===== config.mk =====
export PLATFORM = sky130hd
export DESIGN_NAME = tlight_monitor
export DESIGN_NICKNAME = d
export VERILOG_FILES = /design/src/rtl/tlight_monitor.sv
export SDC_FILE = /design/constraint.sdc
export NUM_CORES = 1
export LEC_CHECK = 0
export CAP_MARGIN = 15
export CORE_MARGIN = 4
export CORE_UTILIZATION = 50
export CTS_BUF_LIST = sky130_fd_sc_hd__clkbuf_4 sky130_fd_sc_hd__clkbuf_8
export CTS_CLUSTER_DIAMETER = 60
export DETAILED_ROUTE_END_ITERATION = 6
export PLACE_DENSITY_LB_ADDON = 0.2
export SLEW_MARGIN = 0
export SYNTH_ARGS = -nofsm -noshare
export SYNTH_HDL_FRONTEND = slang
export SYNTH_SLANG_ARGS = --single-unit

===== constraint.sdc =====
create_clock -name clock -period 6.44 [get_ports clock]
set_clock_uncertainty 0.2 [all_clocks]
set_input_delay 0.644 -clock clock [delete_from_list [all_inputs] [get_ports clock]]
set_output_delay 0.644 -clock clock [all_outputs]
set_load 0.1 [all_outputs]

===== src/rtl/tlight_monitor.sv =====
// Passive checker for the ns/we traffic-light bus: tracks the Y_A->RG->Y_B->GR phase
// sequence, checks phase durations and flags illegal or out-of-order light patterns.
module tlight_monitor #(
   parameter int YELLOW_DURATION    = 3,
   parameter int RED_GREEN_DURATION = 15,
   parameter int CNT_W              = 5
) (
   input  logic        clock,
   input  logic        reset_n,
   input  logic [2:0]  ns,
   input  logic [2:0]  we,
   input  logic        clr_errors,
   output logic        locked,
   output logic [1:0]  phase,
   output logic        err_illegal,
   output logic        err_seq,
   output logic        err_timing,
   output logic [7:0]  error_count,
   output logic [15:0] cycles_done
);

   localparam logic [2:0] RED = 3'b100;
   localparam logic [2:0] YEL = 3'b010;
   localparam logic [2:0] GRN = 3'b001;

   localparam logic [5:0] PAT_YY = {YEL, YEL};
   localparam logic [5:0] PAT_RG = {RED, GRN};
   localparam logic [5:0] PAT_GR = {GRN, RED};

   localparam logic [1:0] PH_YA = 2'd0;
   localparam logic [1:0] PH_RG = 2'd1;
   localparam logic [1:0] PH_YB = 2'd2;
   localparam logic [1:0] PH_GR = 2'd3;

   localparam logic [CNT_W-1:0] Y_LEN  = CNT_W'(YELLOW_DURATION + 1);
   localparam logic [CNT_W-1:0] RG_LEN = CNT_W'(RED_GREEN_DURATION + 1);

   logic              locked_q, locked_d;
   logic [1:0]        phase_q, phase_d;
   logic [CNT_W-1:0]  cnt_q, cnt_d;
   logic              ill_q, ill_d, seq_q, seq_d, tim_q, tim_d;
   logic [7:0]        ecnt_q, ecnt_d;
   logic [15:0]       cyc_q, cyc_d;
   logic [5:0]        prev_q;

   logic [5:0]        sample, cur_pat, nxt_pat;
   logic [1:0]        next_phase;
   logic [CNT_W-1:0]  len;
   logic              legal, set_ill, set_seq, set_tim;
   logic [7:0]        ecnt_base;

   function automatic logic [5:0] phase_pat(input logic [1:0] p);
      case (p)
         PH_RG:   phase_pat = PAT_RG;
         PH_GR:   phase_pat = PAT_GR;
         default: phase_pat = PAT_YY;
      endcase
   endfunction

   assign sample     = {ns, we};
   assign legal      = (sample == PAT_YY) || (sample == PAT_RG) || (sample == PAT_GR);
   assign next_phase = phase_q + 2'd1;
   assign cur_pat    = phase_pat(phase_q);
   assign nxt_pat    = phase_pat(next_phase);
   // Odd phases are the red/green ones.
   assign len        = phase_q[0] ? RG_LEN : Y_LEN;

   always_comb begin
      locked_d = locked_q;
      phase_d  = phase_q;
      cnt_d    = cnt_q;
      cyc_d    = cyc_q;
      set_ill  = 1'b0;
      set_seq  = 1'b0;
      set_tim  = 1'b0;
      if (!legal) begin
         set_ill  = 1'b1;
         locked_d = 1'b0;
      end else if (locked_q) begin
         if (sample == cur_pat) begin
            if (cnt_q < len) begin
               cnt_d = cnt_q + CNT_W'(1);
            end else begin
               set_tim  = 1'b1;
               locked_d = 1'b0;
            end
         end else if (sample == nxt_pat) begin
            set_tim = (cnt_q != len);
            phase_d = next_phase;
            cnt_d   = CNT_W'(1);
            if (phase_q == PH_GR) cyc_d = cyc_q + 16'd1;
         end else begin
            set_seq  = 1'b1;
            locked_d = 1'b0;
         end
      end else if (prev_q == PAT_YY && sample != PAT_YY) begin
         // Yellow alone is ambiguous (Y_A vs Y_B); the colour after it decides.
         locked_d = 1'b1;
         cnt_d    = CNT_W'(1);
         phase_d  = (sample == PAT_RG) ? PH_RG : PH_GR;
      end
   end

   always_comb begin
      ill_d     = (ill_q & ~clr_errors) | set_ill;
      seq_d     = (seq_q & ~clr_errors) | set_seq;
      tim_d     = (tim_q & ~clr_errors) | set_tim;
      ecnt_base = clr_errors ? 8'd0 : ecnt_q;
      ecnt_d    = ecnt_base;
      if ((set_ill | set_seq | set_tim) && ecnt_base != 8'hFF) ecnt_d = ecnt_base + 8'd1;
   end

   always_ff @(posedge clock or negedge reset_n) begin
      if (!reset_n) begin
         locked_q <= 1'b1;
         phase_q  <= PH_YA;
         cnt_q    <= '0;
         ill_q    <= 1'b0;
         seq_q    <= 1'b0;
         tim_q    <= 1'b0;
         ecnt_q   <= 8'd0;
         cyc_q    <= 16'd0;
         prev_q   <= PAT_YY;
      end else begin
         locked_q <= locked_d;
         phase_q  <= phase_d;
         cnt_q    <= cnt_d;
         ill_q    <= ill_d;
         seq_q    <= seq_d;
         tim_q    <= tim_d;
         ecnt_q   <= ecnt_d;
         cyc_q    <= cyc_d;
         prev_q   <= sample;
      end
   end

   assign locked      = locked_q;
   assign phase       = phase_q;
   assign err_illegal = ill_q;
   assign err_seq     = seq_q;
   assign err_timing  = tim_q;
   assign error_count = ecnt_q;
   assign cycles_done = cyc_q;

endmodule


==> results.md <==
- Pwr Density: about 210 nW/µm²
- Data arrival, critical path: roughly 3.5 ns
- Row cnt: 23
- Largest net degree at the start of global routing: 42
- Routed Antenna Nets: 0
- Status: finished, final reports clean
- Routed via count: ~1700
- RSZ-0062 raised after global routing: no
- Layout cells sized above 1: 0.0866
- Die area: around 5400 µm²
- #FFs+latches synth: 41
- Clk Latency, worst-skew pair: between 0.2 and 0.3 ns
- Total global routing overflow: 0
- CP startpoint kind: input port
- Post-DP HPWL: roughly 3.1 mm
- Setup TNS: 0 ns
- Hold-fix buffers, CTS: 0
- Post-CTS resize count: 0
- VDD IR max: approximately 0.00014 V
- P&R area growth vs syn: 25.5%
- Ys async rst share: 1.00
- Clock sinks: just over 40
- Hold path depth: 1
- Worst Path Required: roughly 6.4 ns
- Synth cell types: between 40 and 50
- GRT Overall Usage: 0.171
- Final setup margin: slightly below 3 ns
- Setup violations, final: 0
- Die Y: ~74 µm
- CTS clk-pin slew, worst paths: 0.07 ns
- Pre-CTS WS: around 2.6 ns
- GPL Wtd Cong: slightly above 0.8
- Root Driver: clkbuf_8
- DRC: 0
- Leading post-synthesis cells by cell area: dfrtp_1, ha_1, xnor2_1
- Worst reg-to-reg path cell count: 8
- First-pass GRT wire length: about 7.1 mm
- Post-synthesis sequential area ratio: 0.477
- Num CTS Buffers: 5
- Top_reg_cell synth: dfrtp_1
- Final Net Count: between 200 and 300
- Worst-path fanout max: 11
- Setup bufs post-CTS: 0
- Initial Util: 0.529
- Worst-Margin Slew: 0.981 ns
- IO Pins: 39
- DR WL/cell: between 10 and 15 µm
- Die width: 73.7 µm
- Largest area contributor in the netlist: dfrtp_1
- Core area: approximately 4000 µm²
- Syn avg cell area: between 10 and 15 µm²
- H-tree Lvls: 2
- Setup Crit Path Kind: input port to flop
- P_leak: roughly 1.2 nW
- DRT iter0 DRCs: a little over 70
- Worst hold slack: around 0.26 ns
- Drt first pass iters: 4
- Clock Path Buffers: 2
- Vias in the first global route: 1520
- Drt total wl: 4.21 mm
- Port Buffer Count: 38
- YS warnings: 0
- EDFF count, synth: 0
- Final Critical Period: around 3.5 ns
- Max-slew violations: 0
- Worst hold path class: flop to flop
- Total of max-cap violations: 0
- Initial antenna violation count: 0
- Post-Syn Nets: around 230
- FMAX: around 280 MHz
- Core Util, Final: 0.664
- Top cell type's share of synthesized area: 0.440
- Antenna cells: 0
- Vias/cell: ~5.5
- CTS tree: built
- Slew headroom: 0.344
- Fin crit share: 0.547
- Syn Inst Count: ~210
- Final Hold Viols: 0
- Crit end category: flop
- Synthesized area: 2160 µm²
power by group:
group          leakage, nW  total [mW]  internal, mW  switching [mW]
combinational        0.592      0.0805        0.0239          0.0566
clock               0.0619       0.214         0.131          0.0838
sequential           0.523       0.273         0.266         0.00666
flip-flops by register name, summed over array words and instances (netlist names):
signal       count
cycles_done     16
prev_q           6
err_timing       1
phase            2
err_illegal      1
err_seq          1
locked           1
cnt_q            5
error_count      8
metrics by stage:
step / cells / power [mW] / cell area (µm²)
after global placement: 295 / 0.357 / 2590
final: 304 / 0.567 / 2710
after global routing: 304 / 0.596 / 2710
after floorplan: 211 / 0.331 / 2160
after CTS: 303 / 0.574 / 2710
after detailed placement: 295 / 0.359 / 2590
kinds of logic after synthesis:
| group | count (synthesis) | synth area share |
|---|---|---|
| buffers and inverters | 21 | 0.0376 |
| AND/OR/NAND/NOR | 84 | 0.224 |
| AO/OA/AOI/OAI | 31 | 0.101 |
| XOR/XNOR | 18 | 0.0730 |
| multiplexers | 5 | 0.0249 |
| adder cells (fa/ha/maj) | 11 | 0.0637 |
| flip-flops | 41 | 0.477 |
cells in the final DEF (no fill, tap or decap), types with 2 or more instances in the layout:
master | Yosys | routed
dfstp_2 | 3 | 3
and3_1 | 4 | 4
nor2b_1 | 4 | 4
o31ai_1 | 2 | 2
o21ai_0 | 4 | 4
nand2_1 | 11 | 11
clkbuf_8 | 0 | 6
xor2_1 | 8 | 8
nor4bb_1 | 2 | 2
or4_1 | 2 | 2
nor2_1 | 13 | 13
mux2i_1 | 2 | 2
nor3_1 | 8 | 8
xnor2_1 | 10 | 10
and4_1 | 3 | 3
clkdlybuf4s50_1 | 0 | 37
o21a_1 | 2 | 2
and2_1 | 2 | 2
or3_1 | 4 | 4
nand4_1 | 10 | 10
nand3_1 | 13 | 13
inv_1 | 17 | 17
dfrtp_1 | 38 | 38
ha_1 | 11 | 11
mux2_2 | 3 | 3
o22ai_1 | 4 | 4
a21oi_1 | 6 | 6
cell usage after synthesis, drive strengths merged, types with 2 or more instances:
library cell,count
dfrtp,38
inv,17
nand3,13
nor2,13
ha,11
nand2,11
nand4,10
xnor2,10
nor3,8
xor2,8
a21oi,6
o21ai,5
and3,4
nor2b,4
o22ai,4
or3,4
and4,3
dfstp,3
mux2,3
a21boi,2
and2,2
buf,2
clkbuf,2
mux2i,2
nor4,2
nor4bb,2
o21a,2
o31ai,2
or4,2
or4b,2
path summary, 6_finish.rpt:
| kind | startpoint | endpoint | slack, ns |
|---|---|---|---|
| setup / recovery | we[0] | cycles_done[14]$_DFFE_PN0P_ | 2.92 |
| hold / removal | cycles_done[15]$_DFFE_PN0P_ | cycles_done[15]$_DFFE_PN0P_ | 0.26 |
| setup reg to reg | phase[0]$_DFFE_PN0P_ | cycles_done[14]$_DFFE_PN0P_ | 2.99 |
| hold reg to reg | cycles_done[15]$_DFFE_PN0P_ | cycles_done[15]$_DFFE_PN0P_ | 0.26 |
| max in group asynchronous | reset_n | cnt_q[4]$_DFFE_PN0P_ | 5.22 |
| min in group asynchronous | reset_n | cycles_done[7]$_DFFE_PN0P_ | 0.27 |
layer usage:
| metal | track usage | share of wire | vias up |
|---|---|---|---|
| li1 | - | - | 847 |
| met1 | 0.246 | 0.48 | 802 |
| met2 | 0.249 | 0.46 | 32 |
| met3 | 0.0438 | 0.043 | 6 |
| met4 | 0.0604 | 0.015 | 0 |
| met5 | 0 | 0 | - |
critical path, cell delays in order:
cell and delay (ns):
clkdlybuf4s50_1 0.51, or3_1 0.40, a222oi_1 0.57, o21ai_2 0.20
nor4b_2 0.79, nand4_1 0.21, xnor2_1 0.17
layout make-up:
class | count | area [µm²]
multi-input cells | 149 | 1060
fillers | 335 | 1370
inverters | 17 | 63.8
flip-flops and latches | 41 | 1030
well taps | 50 | 62.6
clock buffers | 7 | 90.1
clock inverters | 1 | 30.0
repair buffers | 39 | 380
Power figures use the tool's default switching activity.
